## src/rtl/radar_sim_pkg.sv

```systemverilog
// Shared widths, reset defaults and FSM state type for the radar azimuth sequencer.
package radar_sim_pkg;

   localparam int CNT_W = 24;
   localparam int AZ_W  = 16;

   localparam int unsigned DEFAULT_ACP_PERIOD  = 146484;
   localparam int unsigned DEFAULT_ACP_PER_ARP = 4096;

   typedef enum logic [1:0] {
      ST_IDLE,
      ST_RUN,
      ST_DRAIN
   } seq_state_t;

endpackage

```

## src/rtl/radar_period_counter.sv

```systemverilog
// Modulo counter with synchronous clear; wrap is high on the cycle the count rolls back to 0.
module radar_period_counter #(
   parameter int WIDTH = 24
) (
   input  logic             clk,
   input  logic             rst_n,
   input  logic             clear,
   input  logic             enable,
   input  logic [WIDTH-1:0] modulus,
   output logic [WIDTH-1:0] count,
   output logic             wrap
);

   assign wrap = enable && (count == (modulus - WIDTH'(1)));

   // Clear wins over counting so the owner can force the count home at any time.
   always_ff @(posedge clk) begin
      if (!rst_n) begin
         count <= '0;
      end else if (clear) begin
         count <= '0;
      end else if (enable) begin
         count <= wrap ? '0 : count + WIDTH'(1);
      end
   end

endmodule

```

## src/rtl/radar_azimuth_sequencer.sv

```systemverilog
// Generates ACP/ARP azimuth pulses from a period counter and an azimuth counter,
// with a config port whose updates in flight are deferred to the revolution boundary.
module radar_azimuth_sequencer
   import radar_sim_pkg::*;
#(
   parameter int unsigned PULSE_LEN       = 100,
   parameter int unsigned DEF_ACP_PERIOD  = DEFAULT_ACP_PERIOD,
   parameter int unsigned DEF_ACP_PER_ARP = DEFAULT_ACP_PER_ARP
) (
   input  logic             IN_CLK,
   input  logic             IN_RESETN,
   input  logic             EN,
   input  logic [CNT_W-1:0] CFG_ACP_PERIOD,
   input  logic [AZ_W-1:0]  CFG_ACP_PER_ARP,
   input  logic             CFG_VALID,
   output logic             CFG_READY,
   output logic             CFG_ERR,
   output logic             RADAR_ACP,
   output logic             RADAR_ARP,
   output logic [AZ_W-1:0]  AZIMUTH,
   output logic             RUNNING
);

   localparam logic [CNT_W-1:0] PULSE_CNT  = CNT_W'(PULSE_LEN);
   localparam logic [CNT_W:0]   MIN_PERIOD = (CNT_W+1)'(2 * PULSE_LEN);

   seq_state_t       state, next_state;
   logic             to_idle;
   logic [CNT_W-1:0] cnt;
   logic             cnt_wrap;
   logic             rev_wrap;
   logic             ctr_clear;

   logic [CNT_W-1:0] act_period;
   logic [AZ_W-1:0]  act_per_arp;
   logic [CNT_W-1:0] pend_period;
   logic [AZ_W-1:0]  pend_per_arp;
   logic             pend_valid;
   logic             cfg_fire;
   logic             cfg_ok;
   logic             apply_pending;

   always_ff @(posedge IN_CLK) begin
      if (!IN_RESETN) begin
         state <= ST_IDLE;
      end else begin
         state <= next_state;
      end
   end

   // DRAIN lets the current ACP period finish; EN coming back resumes without touching the counters.
   always_comb begin
      next_state = state;
      to_idle    = 1'b0;
      case (state)
         ST_IDLE:  if (EN) next_state = ST_RUN;
         ST_RUN:   if (!EN) next_state = ST_DRAIN;
         ST_DRAIN: begin
            if (EN) begin
               next_state = ST_RUN;
            end else if (cnt_wrap) begin
               next_state = ST_IDLE;
               to_idle    = 1'b1;
            end
         end
         default:  next_state = ST_IDLE;
      endcase
   end

   assign RUNNING   = (state != ST_IDLE);
   assign ctr_clear = (state == ST_IDLE) || to_idle;

   radar_period_counter #(.WIDTH(CNT_W)) u_cnt (
      .clk     (IN_CLK),
      .rst_n   (IN_RESETN),
      .clear   (ctr_clear),
      .enable  (RUNNING),
      .modulus (act_period),
      .count   (cnt),
      .wrap    (cnt_wrap)
   );

   radar_period_counter #(.WIDTH(AZ_W)) u_az (
      .clk     (IN_CLK),
      .rst_n   (IN_RESETN),
      .clear   (ctr_clear),
      .enable  (cnt_wrap),
      .modulus (act_per_arp),
      .count   (AZIMUTH),
      .wrap    (rev_wrap)
   );

   assign RADAR_ACP = RUNNING && (cnt < PULSE_CNT);
   assign RADAR_ARP = RADAR_ACP && (AZIMUTH == '0);

   assign CFG_READY     = !pend_valid;
   assign cfg_fire      = CFG_VALID && CFG_READY;
   assign cfg_ok        = ({1'b0, CFG_ACP_PERIOD} >= MIN_PERIOD) && (CFG_ACP_PER_ARP != '0);
   assign apply_pending = pend_valid && (rev_wrap || to_idle || (state == ST_IDLE));

   // A handshake can only fire with no pending entry, so a boundary never has to choose between the two.
   always_ff @(posedge IN_CLK) begin
      if (!IN_RESETN) begin
         act_period   <= CNT_W'(DEF_ACP_PERIOD);
         act_per_arp  <= AZ_W'(DEF_ACP_PER_ARP);
         pend_period  <= '0;
         pend_per_arp <= '0;
         pend_valid   <= 1'b0;
         CFG_ERR      <= 1'b0;
      end else begin
         CFG_ERR <= cfg_fire && !cfg_ok;
         if (apply_pending) begin
            act_period  <= pend_period;
            act_per_arp <= pend_per_arp;
            pend_valid  <= 1'b0;
         end
         if (cfg_fire && cfg_ok) begin
            if (state == ST_IDLE) begin
               act_period  <= CFG_ACP_PERIOD;
               act_per_arp <= CFG_ACP_PER_ARP;
            end else begin
               pend_period  <= CFG_ACP_PERIOD;
               pend_per_arp <= CFG_ACP_PER_ARP;
               pend_valid   <= 1'b1;
            end
         end
      end
   end

endmodule
```

## config.mk

```make
export PLATFORM = sky130hd
export DESIGN_NAME = radar_azimuth_sequencer
export DESIGN_NICKNAME = d
export VERILOG_FILES = /design/src/rtl/radar_sim_pkg.sv /design/src/rtl/radar_period_counter.sv /design/src/rtl/radar_azimuth_sequencer.sv
export SDC_FILE = /design/constraint.sdc
export NUM_CORES = 1
export LEC_CHECK = 0
export CAP_MARGIN = 0
export CORE_ASPECT_RATIO = 1.25
export CORE_MARGIN = 2
export CORE_UTILIZATION = 45
export DETAILED_ROUTE_END_ITERATION = 6
export GPL_ROUTABILITY_DRIVEN = 0
export GPL_TIMING_DRIVEN = 0
export PLACE_DENSITY = 0.73
export SYNTH_ARGS = -nofsm -noshare
export SYNTH_HDL_FRONTEND = slang
export SYNTH_SLANG_ARGS = --single-unit
```

## constraint.sdc

```tcl
create_clock -name IN_CLK -period 3.9 [get_ports IN_CLK]
set_input_delay 0.78 -clock IN_CLK [delete_from_list [all_inputs] [get_ports IN_CLK]]
set_output_delay 0.78 -clock IN_CLK [all_outputs]
set_load 0.01 [all_outputs]
```

-- Word level (Yosys, flattened, before mapping)
Cells that the tools add are included.
- flip-flop bits (word level): 124
- output and inout port bits: 21
- logic and storage cells: 64
- magnitude comparators: 2
- reduce and logical (&&, ||, !) cells: 21
- add/subtract/negate cells: 4
- bitwise gates (word level): 2
- mux-type cells: 19
- eq/ne operators: 7
- operators by type and width (operator ; number):
    $mux 24 ; 4
    $mux 16 ; 4
    $add 24x1->24 const B ; 1
    $eq 24x24->1 ; 1
    $ge 24x8->1 const B ; 1
    $lt 24x7->1 const B ; 1
    $sub 24x1->24 const B ; 1
    $add 16x1->16 const B ; 1
    $eq 16x16->1 ; 1
    $logic_not 16->1 ; 1
    $reduce_bool 16->1 ; 1
    $sub 16x1->16 const B ; 1
    $logic_and 1x1->1 ; 9
    $mux 2 ; 4
    $mux 1 ; 6
    $pmux 2 s3 ; 1
    $ne 2x2->1 const B ; 2
    $logic_or 1x1->1 ; 3
    $ne 3x2->1 const B ; 1
    $reduce_and 3->1 ; 1
    $eq 2x1->1 const B ; 1
    $eq 2x2->1 const B ; 1
    $logic_not 1->1 ; 2
    $logic_not 2->1 ; 1
    other kinds (4) ; 5

-- Longest topological paths before layout
Gate-level depths: netlist (run 1).
- depth in word-level cells: 12
- depth in mapped cells: 12
- mapped depth without buffers: 10

-- Modules after synthesis
From an unflattened synthesis (run 1), not the netlist that was laid out.
- cells, all modules: 855
- area, all modules: 7504.7 µm²
- by module, submodules not included (module ; cells each ; sequential area each (µm²) ; times used ; area an instance (µm²)):
    radar_azimuth_sequencer ; 428 ; 1681.6 ; 1 ; 4081.4
    radar_period_counter (u_cnt) ; 256 ; 480.5 ; 1 ; 2060.7
    radar_period_counter (u_az) ; 171 ; 320.3 ; 1 ; 1362.6

-- Least setup slack after synthesis (run 1)
Ideal clock, no wire load.
- path kind: flip-flop to flip-flop
- from: register act_per_arp[0]
- to: register act_per_arp[0]
- stages on the path, launching flop included: 13
- slack: 761 ps
- data arrival time: 3051 ps
- path buffers: 2
- clock period less this slack: 3139 ps
- cells stage by stage: dfxtp_1 > inv_1 > ha_1 > buf_2 > or4b_1 > or3_1 > a2111oi_2 > nand4_1 > nor4_2 > o2111ai_2 > a21o_1 > buf_6 > a311oi_2
- longest elaborated chain between the ends: 9
- RTL lines (element ; line ; source):
    start, declared ; radar_azimuth_sequencer.sv:35 ; logic [AZ_W-1:0] act_per_arp;
    start signal, assigned ; radar_azimuth_sequencer.sv:105 ; act_per_arp <= AZ_W'(DEF_ACP_PER_ARP);
    start signal, assigned ; radar_azimuth_sequencer.sv:114 ; act_per_arp <= pend_per_arp;
    $sub 16x1->16 ; radar_period_counter.sv:14 ; assign wrap = enable && (count == (modulus - WIDTH'(1)));
    $eq 16x16->1 ; radar_period_counter.sv:14 ;
    $logic_and 1x1->1 ; radar_period_counter.sv:14 ;
    $logic_or 1x1->1 (2 in a row) ; radar_azimuth_sequencer.sv:99 ; assign apply_pending = pend_valid && (rev_wrap || to_idle || (state == ST_IDLE));
    $logic_and 1x1->1 ; radar_azimuth_sequencer.sv:99 ;
    $mux 16 (*) ; radar_azimuth_sequencer.sv:112 ; if (apply_pending) begin
    $mux 16 ; radar_azimuth_sequencer.sv:118 ; if (state == ST_IDLE) begin
    $mux 16 (*) ; radar_azimuth_sequencer.sv:117 ; if (cfg_fire && cfg_ok) begin
Every way passes the cells marked *; elsewhere a longest branch is shown, timed or not.
A chain may end at the register's enable or synchronous reset.

-- Final worst setup path (run 1)
- from: register act_per_arp[0]
- to: register act_period[1]
- longest elaborated chain between the ends: 9
- RTL lines (element ; line ; source):
    $sub 16x1->16 (*) ; radar_period_counter.sv:14 ;
    $eq 16x16->1 (*) ; radar_period_counter.sv:14 ;
    $logic_and 1x1->1 (*) ; radar_period_counter.sv:14 ;
    $logic_or 1x1->1 (*) (2 in a row) ; radar_azimuth_sequencer.sv:99 ;
    $logic_and 1x1->1 (*) ; radar_azimuth_sequencer.sv:99 ;
    $mux 24 (*) ; radar_azimuth_sequencer.sv:112 ;
    $mux 24 ; radar_azimuth_sequencer.sv:118 ;
    $mux 24 (*) ; radar_azimuth_sequencer.sv:117 ;
    end signal, assigned ; radar_azimuth_sequencer.sv:104 ; act_period <= CNT_W'(DEF_ACP_PERIOD);
    end signal, assigned ; radar_azimuth_sequencer.sv:113 ; act_period <= pend_period;
    end, declared ; radar_azimuth_sequencer.sv:34 ; logic [CNT_W-1:0] act_period;
Marked as above.

==> metrics.md, run 1 <==
| Metric | Value |
|---|---|
| Worst path depth | `12` |
| Sequential Power Share | `~41%` |
| Hold buffer count at cts | `0` |
| WP data arrival | `a little over 4000 ps` |
| Yosys reg bits | `approximately 120` |
| Hold Path End | `pend_period[4]$_SDFFE_PN0P_` |
| Gr ovfl total | `0` |
| Area grow syn2layout | `20.75%` |
| RSZ-0062 raised after global routing | `false` |
| Power per cell area | `slightly below 400 nW/µm²` |
| DRC Markers | `0` |
| CP endpoint kind | `flip-flop` |
| Worst EP required | `4170 ps` |
| Peak supply drop | `roughly 220 µV` |
| Synth cell types | `between 60 and 70` |
| Final antenna-violating net count | `0` |
| Max_slew headroom | `between 50% and 60%` |
| Cell taking the most area after synthesis | `dfxtp_1` |
| Clock Latency Late Sink | `around 430 ps` |
| Cell family with most CP delay | `simple AND/OR/NAND/NOR gates` |
| Status | `finished, final reports clean` |
| Iteration-0 DRC count of the detailed router | `about 350` |
| Global Route Usage Sum | `between 20% and 30%` |
| Starting Density | `between 40% and 50%` |
| Mapped Cells | `between 800 and 900` |
| Die height | `144.4 µm` |
| Synth top area share | `approximately a third` |
| Final hold vios | `0` |
| First-pass GRT wire length | `between 30,000 and 40,000 µm` |
| Vias per Instance | `about 5.7` |
| Slowest cell delay on critical path | `520 ps` |
| R2r worst-path depth | `12` |
| Area contributors post-synth | `dfxtp_1 (35%), a211oi_1 (8.0%), nand2_1 (6.5%)` |
| Clock group share of total power | `between 40% and 50%` |
| Hold path cells | `2` |
| CTS tree | `done` |
| P_leak | `2.818 nW` |
| Cts bufs inserted | `17` |
| Post-synth top cells | `dfxtp_1 (124), nand2_1 (122), nor2_1 (78), a211oi_1 (76), clkbuf_1 (55)` |
| Final worst setup slack | `124.4 ps` |
| Routed WL per cell | `between 15 and 20 µm` |
| Fin util | `55.26%` |
| Switching power | `between 0.9 and 1 mW` |
| Place WS | `roughly 180 ps` |
| Bufs and invs on worst path | `3` |
| Most frequent cell after synthesis | `dfxtp_1` |
| Largest net degree at the start of global routing | `17` |
| Cts repair resizes | `0` |
| Int Power | `around 2.4 mW` |
| Die ar. | `about 17,000 µm²` |
| Setup repair bufs after CTS | `0` |
| Slew at the pin closest to its max-slew limit | `just over 700 ps` |
| Drt pass-1 iters | `5` |
| Syn Area/Cell | `7.937 µm²` |
| Final setup viols | `0` |
| Cell area after synthesis | `between 7000 and 8000 µm²` |
| Clock Skew | `around 14 ps` |
| Number of inserted diodes | `0` |
| Crit path cell chain | `inv_1, ha_1, buf_2, or4b_1, or3_1, a2111oi_2, nand4_1, nor4_2, o2111ai_2, clkbuf_2, a211oi_1, a311oi_1` |
| Main flop type after synthesis | `dfxtp_1` |
| Worst hold slack | `roughly 460 ps` |
| Worst hold path class | `flip-flop to flip-flop` |
| Vias in the first global route | `6,424` |
| # nets final | `approximately 1,000` |
| Max-cap violations | `0` |
| Clock transition at path regs | `roughly 60 ps` |
| Slowest cell on crit path | `or4b_1` |
| Max FO, Critical Path | `10` |
| Critical path launch point type | `flip-flop` |
| Tcrit/Tclk final | `96.81%` |
| Initial antenna violation count | `0` |
| Root Driver | `clkbuf_16` |
| Fillers | `roughly 1,400` |
| Fraction of registers with async set/reset | `0%` |
| R2r setup slk | `120 ps` |
| Combinational Power Share | `14.9%` |
| Final wirelength | `roughly 20,000 µm` |
| Syn_nets | `roughly 940` |
| Sequential-to-total area share from yosys stat | `between 30% and 40%` |
| Sw frac | `28.86%` |
| I/O pins | `65` |
| Hold Startpoint | `pend_period[4]$_SDFFE_PN0P_` |
| Setup TNS | `0 ps` |
| Yosys warning count | `0` |
| IO Port Bufs | `64` |
| Num Clock Sinks | `approximately 120` |
| Min cycle time layout | `about 3800 ps` |
| Fmax | `between 0.2 and 0.3 GHz` |
| Post-DP HPWL | `15,370 µm` |
| H-tree levels | `4` |
| Layout cells sized above 1 | `6.667%` |
| Core footprint | `around 16,000 µm²` |
| EDFF count, synth | `0` |
| Crit Reg-Reg Startpoint | `act_per_arp[0]$_SDFF_PN0_` |
| Die Width | `between 100 and 150 µm` |
| CP Class | `flip-flop to flip-flop` |
| RR Endpoint | `act_period[1]$_SDFF_PN0_` |
| Row cnt | `51` |
| DR vias | `6,896` |
| Slew Limit Fails | `0` |
| Clock buffer depth | `2` |
[worst max-delay path by stage]
stage / start / end / slack [ps]
after detailed placement: act_per_arp[0]$_SDFF_PN0_ / act_period[19]$_SDFF_PN0_ / 180
final: act_per_arp[0]$_SDFF_PN0_ / act_period[1]$_SDFF_PN0_ / 120
after global routing: act_per_arp[0]$_SDFF_PN0_ / act_period[1]$_SDFF_PN0_ / 2
after global placement: act_per_arp[0]$_SDFF_PN0_ / act_period[19]$_SDFF_PN0_ / 210
after CTS: act_per_arp[0]$_SDFF_PN0_ / act_period[1]$_SDFF_PN0_ / 120
after floorplan: act_per_arp[0]$_SDFF_PN0_ / act_per_arp[0]$_SDFF_PN0_ / 760
[layout make-up]
cell class | count | area, µm² | area share [%]
Multi-Input combinational cell | 689 | 4295 | 50.13
Sequential cell | 124 | 2482 | 28.97
Timing Repair Buffer | 64 | 640.6 | 7.477
Clock buffer | 20 | 466.7 | 5.447
Buffer | 67 | 276.5 | 3.227
Tap cell | 212 | 265.3 | 3.096
Clock inverter | 12 | 88.84 | 1.037
Inverter | 14 | 52.55 | 0.6133
[stage by stage]
stage | cell area [µm²] | total power, mW | std cells
2_1_floorplan | 7096 | 1.738 | 894
3_3_place_gp | 8001 | 1.905 | 1170
3_5_place_dp | 8001 | 1.910 | 1170
4_1_cts | 8557 | 3.373 | 1202
5_1_grt | 8568 | 3.502 | 1202
6_report | 8568 | 3.379 | 1202
[sequential cells by signal (all words and copies together), names as in the netlist]
name,cells
u_cnt.count,24
pend_per_arp,16
act_per_arp,16
pend_valid,1
u_az.count,16
CFG_ERR,1
state,2
act_period,24
pend_period,24
[logic make-up (layout without fill, tap and decap cells)]
logic type               after synthesis  count (layout)  synth area share (%)
adder cells (fa/ha/maj)                5               5                0.8817
buffers and inverters                 81             177                 4.567
XOR/XNOR                              67              67                 8.270
multiplexers                           1               1                0.1411
AND/OR/NAND/NOR                      383             383                 27.38
flip-flops                           124             124                 34.99
AO/OA/AOI/OAI                        233             233                 23.77
[placed cells by master, fill, tap and decap left out, types with 31 or more instances in the layout]
| cell | count |
|---|---|
| dfxtp_1 | 124 |
| nand2_1 | 122 |
| nor2_1 | 78 |
| a211oi_1 | 76 |
| clkdlybuf4s50_1 | 64 |
| clkbuf_1 | 51 |
| a21boi_0 | 41 |
| o21ai_0 | 38 |
| xor2_1 | 36 |
| xnor2_1 | 31 |
[worst min-delay path: cells and delay by family (launching register included)]
family,cells,cell delay [ps]
and+or+nand+nor,1,40
AOI/OAI and AO/OA,1,60
DFF,1,300
[metal layers]
metal / track usage (%) / part of all wire (%) / wire length [µm]
met4: 11.22 / 3.3 / 667
met2: 40.51 / 48 / 9565
met5: 0 / 0 / 0
met1: 31.28 / 44 / 8846
met3: 3.311 / 4.4 / 879
[power groups by stage]
stage	clock network [mW]	registers (mW)	logic (mW)
2_1_floorplan	0	1.40	0.339
3_3_place_gp	0	1.41	0.491
3_5_place_dp	0	1.42	0.494
4_1_cts	1.49	1.39	0.497
5_1_grt	1.55	1.40	0.554
6_report	1.49	1.39	0.503
No activity file was read; power rests on OpenSTA's default activity.
==> run 2, diff against run 1 <==
--- a/config.mk
+++ b/config.mk
@@ -13,6 +13,7 @@
 export GPL_ROUTABILITY_DRIVEN = 0
 export GPL_TIMING_DRIVEN = 0
 export PLACE_DENSITY = 0.73
+export SKIP_LAST_GASP = 1
 export SYNTH_ARGS = -nofsm -noshare
 export SYNTH_HDL_FRONTEND = slang
 export SYNTH_SLANG_ARGS = --single-unit
==> results of run 2 <==
Final layout, timing and power as in run 1 (identical DEF).
